[config.mk]
export PLATFORM = sky130hd
export DESIGN_NAME = regfile_write_scheduler_flat
export DESIGN_NICKNAME = d
export VERILOG_FILES = /design/src/rtl/regfile_write_scheduler_if.sv /design/src/rtl/regfile_write_scheduler.sv /design/src/flat_wrapper.sv
export SDC_FILE = /design/constraint.sdc
export NUM_CORES = 1
export LEC_CHECK = 0
export CAP_MARGIN = 40
export CORE_UTILIZATION = 39
export CTS_BUF_LIST = sky130_fd_sc_hd__clkbuf_2 sky130_fd_sc_hd__clkbuf_4 sky130_fd_sc_hd__clkbuf_8
export CTS_CLUSTER_DIAMETER = 50
export DETAILED_ROUTE_END_ITERATION = 12
export GPL_ROUTABILITY_DRIVEN = 1
export PLACE_DENSITY = 0.79
export SYNTH_ARGS = -nofsm -noshare
export SYNTH_HDL_FRONTEND = slang
export SYNTH_SLANG_ARGS = --single-unit
[constraint.sdc]
create_clock -name clock -period 3.25 [get_ports clock]
set_clock_uncertainty 0.05 [all_clocks]
set_input_delay 0.4875 -clock clock [delete_from_list [all_inputs] [get_ports clock]]
set_output_delay 0.4875 -clock clock [all_outputs]
set_load 0.01 [all_outputs]
[src/rtl/regfile_write_scheduler_if.sv]
// WB and LU write handshakes into the register-file write scheduler.
interface regfile_write_scheduler_if;
    logic        wb_we;
    logic [4:0]  wb_a;
    logic [31:0] wb_d;
    logic        wb_hold;
    logic        lu_valid;
    logic [4:0]  lu_a;
    logic [31:0] lu_d;
    logic        lu_ready;

    modport master (
        output wb_we, wb_a, wb_d, lu_valid, lu_a, lu_d,
        input  wb_hold, lu_ready
    );

    modport slave (
        input  wb_we, wb_a, wb_d, lu_valid, lu_a, lu_d,
        output wb_hold, lu_ready
    );
endinterface

[src/rtl/regfile_write_scheduler.sv]
// Owns the register-file write port: zero-fills all 32 entries after reset, then
// arbitrates WB against the long-latency unit and tracks LU-pending registers.
module regfile_write_scheduler #(
    parameter int unsigned STARVE_LIMIT = 4,
    parameter logic [31:0] INIT_VALUE   = 32'h0
) (
    input  logic                      clock,
    input  logic                      reset,
    regfile_write_scheduler_if.slave  bus,
    output logic                      init_done,
    input  logic                      issue_valid,
    input  logic [4:0]                issue_a,
    input  logic [4:0]                chk_a1,
    input  logic [4:0]                chk_a2,
    output logic                      hazard,
    output logic [31:0]               busy,
    output logic                      rf_we,
    output logic [4:0]                rf_a3,
    output logic [31:0]               rf_wd
);
    typedef enum logic [0:0] {ST_INIT = 1'b0, ST_RUN = 1'b1} state_t;

    localparam logic [3:0] LIMIT = 4'(STARVE_LIMIT);

    state_t      state_r;
    state_t      state_nxt_s;
    logic [4:0]  idx_r;
    logic [31:0] busy_r;
    logic [31:0] busy_nxt_s;
    logic [31:0] set_mask_s;
    logic [31:0] clr_mask_s;
    logic [3:0]  starve_r;
    logic [3:0]  starve_nxt_s;
    logic        force_s;
    logic        wb_grant_s;
    logic        lu_ready_s;
    logic        lu_xfer_s;
    logic        wb_hold_s;
    logic        rf_we_s;
    logic [4:0]  rf_a3_s;
    logic [31:0] rf_wd_s;
    logic        hazard_s;
    logic        init_done_s;

    // state register
    always_ff @(posedge clock) begin
        if (reset) begin
            state_r <= ST_INIT;
        end else begin
            state_r <= state_nxt_s;
        end
    end

    // next state: INIT sweeps every entry once, RUN holds until reset
    always_comb begin
        state_nxt_s = state_r;
        case (state_r)
            ST_INIT: begin
                if (idx_r == 5'd31) begin
                    state_nxt_s = ST_RUN;
                end else begin
                    state_nxt_s = ST_INIT;
                end
            end
            ST_RUN:  state_nxt_s = ST_RUN;
            default: state_nxt_s = ST_INIT;
        endcase
    end

    // outputs: arbitration, write port and hazard decode
    always_comb begin
        force_s     = 1'b0;
        wb_grant_s  = 1'b0;
        lu_ready_s  = 1'b0;
        lu_xfer_s   = 1'b0;
        wb_hold_s   = 1'b1;
        rf_we_s     = 1'b0;
        rf_a3_s     = 5'd0;
        rf_wd_s     = 32'd0;
        hazard_s    = 1'b1;
        init_done_s = 1'b0;
        if (!reset) begin
            case (state_r)
                ST_INIT: begin
                    rf_we_s = 1'b1;
                    rf_a3_s = idx_r;
                    rf_wd_s = INIT_VALUE;
                end
                ST_RUN: begin
                    init_done_s = 1'b1;
                    force_s     = (starve_r == LIMIT) && bus.lu_valid;
                    if (force_s) begin
                        lu_ready_s = 1'b1;
                        wb_hold_s  = bus.wb_we;
                    end else if (bus.wb_we) begin
                        wb_grant_s = 1'b1;
                        wb_hold_s  = 1'b0;
                    end else begin
                        lu_ready_s = 1'b1;
                        wb_hold_s  = 1'b0;
                    end
                    lu_xfer_s = bus.lu_valid && lu_ready_s;
                    // r0 handshakes complete but never reach the array
                    if (wb_grant_s) begin
                        rf_we_s = (bus.wb_a != 5'd0);
                        rf_a3_s = bus.wb_a;
                        rf_wd_s = bus.wb_d;
                    end else if (lu_xfer_s) begin
                        rf_we_s = (bus.lu_a != 5'd0);
                        rf_a3_s = bus.lu_a;
                        rf_wd_s = bus.lu_d;
                    end else begin
                        rf_we_s = 1'b0;
                    end
                    hazard_s = (busy_r[chk_a1] && (chk_a1 != 5'd0))
                             || (busy_r[chk_a2] && (chk_a2 != 5'd0))
                             || (issue_valid && busy_r[issue_a]);
                end
                default: hazard_s = 1'b1;
            endcase
        end else begin
            hazard_s = 1'b1;
        end
    end

    assign set_mask_s   = (!reset && (state_r == ST_RUN) && issue_valid && (issue_a != 5'd0))
                        ? (32'd1 << issue_a) : 32'd0;
    assign clr_mask_s   = lu_xfer_s ? (32'd1 << bus.lu_a) : 32'd0;
    assign busy_nxt_s   = ((busy_r & ~clr_mask_s) | set_mask_s) & 32'hFFFF_FFFE;
    assign starve_nxt_s = (bus.lu_valid && !lu_ready_s)
                        ? ((starve_r == LIMIT) ? starve_r : (starve_r + 4'd1))
                        : 4'd0;

    // INIT sweep index
    always_ff @(posedge clock) begin
        if (reset) begin
            idx_r <= 5'd0;
        end else if (state_r == ST_INIT) begin
            idx_r <= idx_r + 5'd1;
        end
    end

    // LU-pending scoreboard and starvation counter
    always_ff @(posedge clock) begin
        if (reset) begin
            busy_r   <= 32'd0;
            starve_r <= 4'd0;
        end else begin
            busy_r   <= busy_nxt_s;
            starve_r <= starve_nxt_s;
        end
    end

    assign bus.wb_hold  = wb_hold_s;
    assign bus.lu_ready = lu_ready_s;
    assign init_done    = init_done_s;
    assign hazard       = hazard_s;
    assign busy         = busy_r;
    assign rf_we        = rf_we_s;
    assign rf_a3        = rf_a3_s;
    assign rf_wd        = rf_wd_s;
endmodule

[src/flat_wrapper.sv]
// flat-port wrapper written by rule: the top's interface ports become plain ports
module regfile_write_scheduler_flat 
#(
    parameter int unsigned STARVE_LIMIT = 4,
    parameter logic [31:0] INIT_VALUE   = 32'h0
)
  (clock, reset, init_done, issue_valid, issue_a, chk_a1, chk_a2, hazard, busy, rf_we, rf_a3, rf_wd, bus_wb_we, bus_wb_a, bus_wb_d, bus_lu_valid, bus_lu_a, bus_lu_d, bus_wb_hold, bus_lu_ready);
  regfile_write_scheduler_if bus_i ();
  input  logic clock;
  input  logic reset;
  output logic init_done;
  input  logic issue_valid;
  input  logic [4:0] issue_a;
  input  logic [4:0] chk_a1;
  input  logic [4:0] chk_a2;
  output logic hazard;
  output logic [31:0] busy;
  output logic rf_we;
  output logic [4:0] rf_a3;
  output logic [31:0] rf_wd;
  input wire logic [$bits(bus_i.wb_we)-1:0] bus_wb_we;
  input wire logic [$bits(bus_i.wb_a)-1:0] bus_wb_a;
  input wire logic [$bits(bus_i.wb_d)-1:0] bus_wb_d;
  input wire logic [$bits(bus_i.lu_valid)-1:0] bus_lu_valid;
  input wire logic [$bits(bus_i.lu_a)-1:0] bus_lu_a;
  input wire logic [$bits(bus_i.lu_d)-1:0] bus_lu_d;
  output wire logic [$bits(bus_i.wb_hold)-1:0] bus_wb_hold;
  output wire logic [$bits(bus_i.lu_ready)-1:0] bus_lu_ready;
  assign bus_i.wb_we = bus_wb_we;
  assign bus_i.wb_a = bus_wb_a;
  assign bus_i.wb_d = bus_wb_d;
  assign bus_i.lu_valid = bus_lu_valid;
  assign bus_i.lu_a = bus_lu_a;
  assign bus_i.lu_d = bus_lu_d;
  assign bus_wb_hold = bus_i.wb_hold;
  assign bus_lu_ready = bus_i.lu_ready;
  regfile_write_scheduler #(.STARVE_LIMIT(STARVE_LIMIT), .INIT_VALUE(INIT_VALUE)) u_core (.clock(clock), .reset(reset), .bus(bus_i), .init_done(init_done), .issue_valid(issue_valid), .issue_a(issue_a), .chk_a1(chk_a1), .chk_a2(chk_a2), .hazard(hazard), .busy(busy), .rf_we(rf_we), .rf_a3(rf_a3), .rf_wd(rf_wd));
endmodule
==> metrics.txt <==
critical setup path kind=input port to primary output; RSZ-0062 raised after global routing=false; FP Rows=33; TritonCTS Buffers=5; Power Density=236 nW/µm²; sequential share of power=40.2%; DR DRC count=0; ANT cells=0; top cells by area, synth=dfxtp_1 25%, a22o_1 8.3%, mux4_2 8.2%, mux4_1 5.6%, nor2b_1 4.8%; Post-synth EDFFs=0; TritonCTS clock tree=done; sequential element share of the synthesized area=25.0%; critical-path cell list=clkdlybuf4s50_1 > mux2i_1 > mux4_2 > mux4_2 > nor2b_1 > a211o_1 > buf_2; hold slack=465 ps; Max H-tree Level=2; Clock transition at path regs=90 ps; area of the multi-input gates=2290 µm²; DRT Pass-1 Iters=5; Synth-to-Final Area Change=64.0%; # hold bufs at CTS=0; die height=93.8 µm; initial antenna violation count=0; Arrival @ worst endpoint=2590 ps; initial drt markers=336; first-pass GRT wire length=19200 µm; Slew Limit Fails=0; largest net degree at the start of global routing=47; clk root buf=clkbuf_8; I/O pin count=168; Final Setup Violations=0; internal power=970 µW; worst rel slew slack=56.9%; die width=93.8 µm; crit path capture type=primary output; largest area contributor in the netlist=dfxtp_1; die area=8800 µm²; most instantiated cells after synthesis=41 x dfxtp_1, 31 x a22o_1, 31 x o21ai_0, 25 x nor2_1, 25 x nor2b_1; Yosys top cell area share=25.0%; status=complete, no violations; clock sinks=41; Peak VDD IR=0.159 mV; CP peak stage delay=620 ps; Starting Density=40.2%; Max Freq=320 MHz; Worst EP required=2710 ps; CP dominant cell by count=mux4_2; combinational share of power=21.1%; Pleak=1.98 nW; Skew-Pair Late Insertion Delay=310 ps; PortBufs=166; gr usage total=27.9%; Final Critical Period=3120 ps; actual slew at the worst max-slew pin=638 ps; GRT Residual Overflow=0; cell with the most instances after synthesis=dfxtp_1; total power=1.27 mW; fin crit share=96.1%; gpl congestion=0.908; DR vias=3856; Final #Nets=645; drt total wl=12300 µm; CTS max path bufs=2; wire length per cell=18.8 µm; Net Count, Synth=468; vias per cell=5.91; Core Area=8180 µm²; register area=821 µm²; fillers=651; Yosys warnings=0; Setup crit start kind=input port; Detail Placement HPWL=9620 µm; Worst path top cell family by delay=multiplexers; asr flop ratio synth=0%; max_cap viols=0; Yosys cell types=57; Worst Hold Class=flip-flop to flip-flop; critical path's slowest cell=clkdlybuf4s50_1; WP buf/inv=2; Gate Count Post-Synth=370; syn avg cell area=8.88 µm²; Antenna Nets Post-Route=0; Fin. Hold Viols=0; switching power=303 µW; Yosys reg bits=41; worst-path fanout max=5; Top FF cell, synth=dfxtp_1; vias in the first global route=3883; Sw Ratio=23.8%; layout cells sized above 1=14.6%; Cell Area, Synth=3290 µm²; Clk pwr share=38.7%
## area by class of cell
cell class | count | area share [%]
Clock inverter | 3 | 1.21
Multi-Input combinational cell | 285 | 42.4
Tap cell | 105 | 2.44
Clock buffer | 5 | 1.28
Sequential cell | 41 | 15.2
Inverter | 13 | 0.906
Timing Repair Buffer | 201 | 36.5
## cell families (layout without fill, tap and decap cells)
family / count (synthesis) / in the layout / share of synthesized area (%)
xor+xnor: 4 / 4 / 1.07
other cells: 1 / 1 / 0.114
buf+inv: 44 / 222 / 6.05
compound gates: 117 / 117 / 25.0
fa+ha+maj: 4 / 4 / 1.52
simple gates: 124 / 124 / 21.5
flops: 41 / 41 / 25.0
mux: 35 / 35 / 19.7
## flip-flops by register name, indices dropped and copies added (netlist names)
signal           flops
u_core.busy         31
u_core.starve_r      4
u_core.idx_r         5
u_core.state_r       1
## path summary, 6_finish.rpt
kind                 startpoint                 end  slack (ps)  cells past startpoint
max                  issue_a[1]              hazard         130                      7
min          u_core.starve_r[1]  u_core.starve_r[1]         470                      2
max reg2reg  u_core.starve_r[0]     u_core.busy[11]         690                      9
min reg2reg  u_core.starve_r[1]  u_core.starve_r[1]         470                      2
## per-layer routing
metal	GRT usage (%)	up-vias	routed length, µm
met5	0	-	0
met4	13.8	0	441
li1	-	1755	-
met3	5.99	43	1150
met1	31.5	1813	4460
met2	49.2	245	6220
## tightest hold or removal path, cell delays in order, from the launching register on
cell	delay, ps
dfxtp_1	360
nand2_1	70
a21oi_1	50
## power by group through the flow
stage	Sequential [mW]	Clock (mW)	Combinational, mW
global placement	0.523	0	0.255
detailed placement	0.523	0	0.260
finish	0.511	0.493	0.268
CTS	0.511	0.487	0.266
global route	0.512	0.514	0.288
floorplan	0.522	0	0.100
## cells in the final DEF, fill, tap and decap left out, types with 3 or more instances in the layout
cell               n
clkdlybuf4s50_1  159
dfxtp_1           41
a22o_1            31
o21ai_0           31
buf_4             30
nor2b_1           25
nor2_1            22
nand2_1           17
mux4_2            17
o21ai_1           13
inv_1             12
a21oi_1           12
nand3_1           12
mux2i_1           11
nand2b_1           9
o2bb2ai_1          8
nor4_1             5
clkbuf_8           5
and3_1             4
nand4b_1           4
ha_1               4
nor2_2             3
a211oi_1           3
nor3b_1            3
mux2_1             3
a31oi_1            3
o32ai_1            3
dlygate4sd2_1      3
dlymetal6s2s_1     3
buf_12             3
## per-stage QoR
stage          TNS, ps  worst slack [ps]  cell area (µm²)  instances  utilization (%)
5_1_grt              0              14.4             5390        653             65.9
3_5_place_dp      -557              -557             5220        641             63.8
6_report             0               126             5390        653             65.9
4_1_cts              0              33.9             5370        652             65.6
3_3_place_gp      -535              -535             5220        641             63.8
2_1_floorplan        0               484             3290        370                -
## what timing repair did
| action | 4_1_cts | 5_1_grt |
|---|---|---|
| endpoints found under the setup margin | 2 | 18 |
| gates resized for setup | 18 | 4 |
| pin swaps | 5 | 1 |
| buffers inserted | 3 | 1 |
No activity file was read; power rests on OpenSTA's default activity.
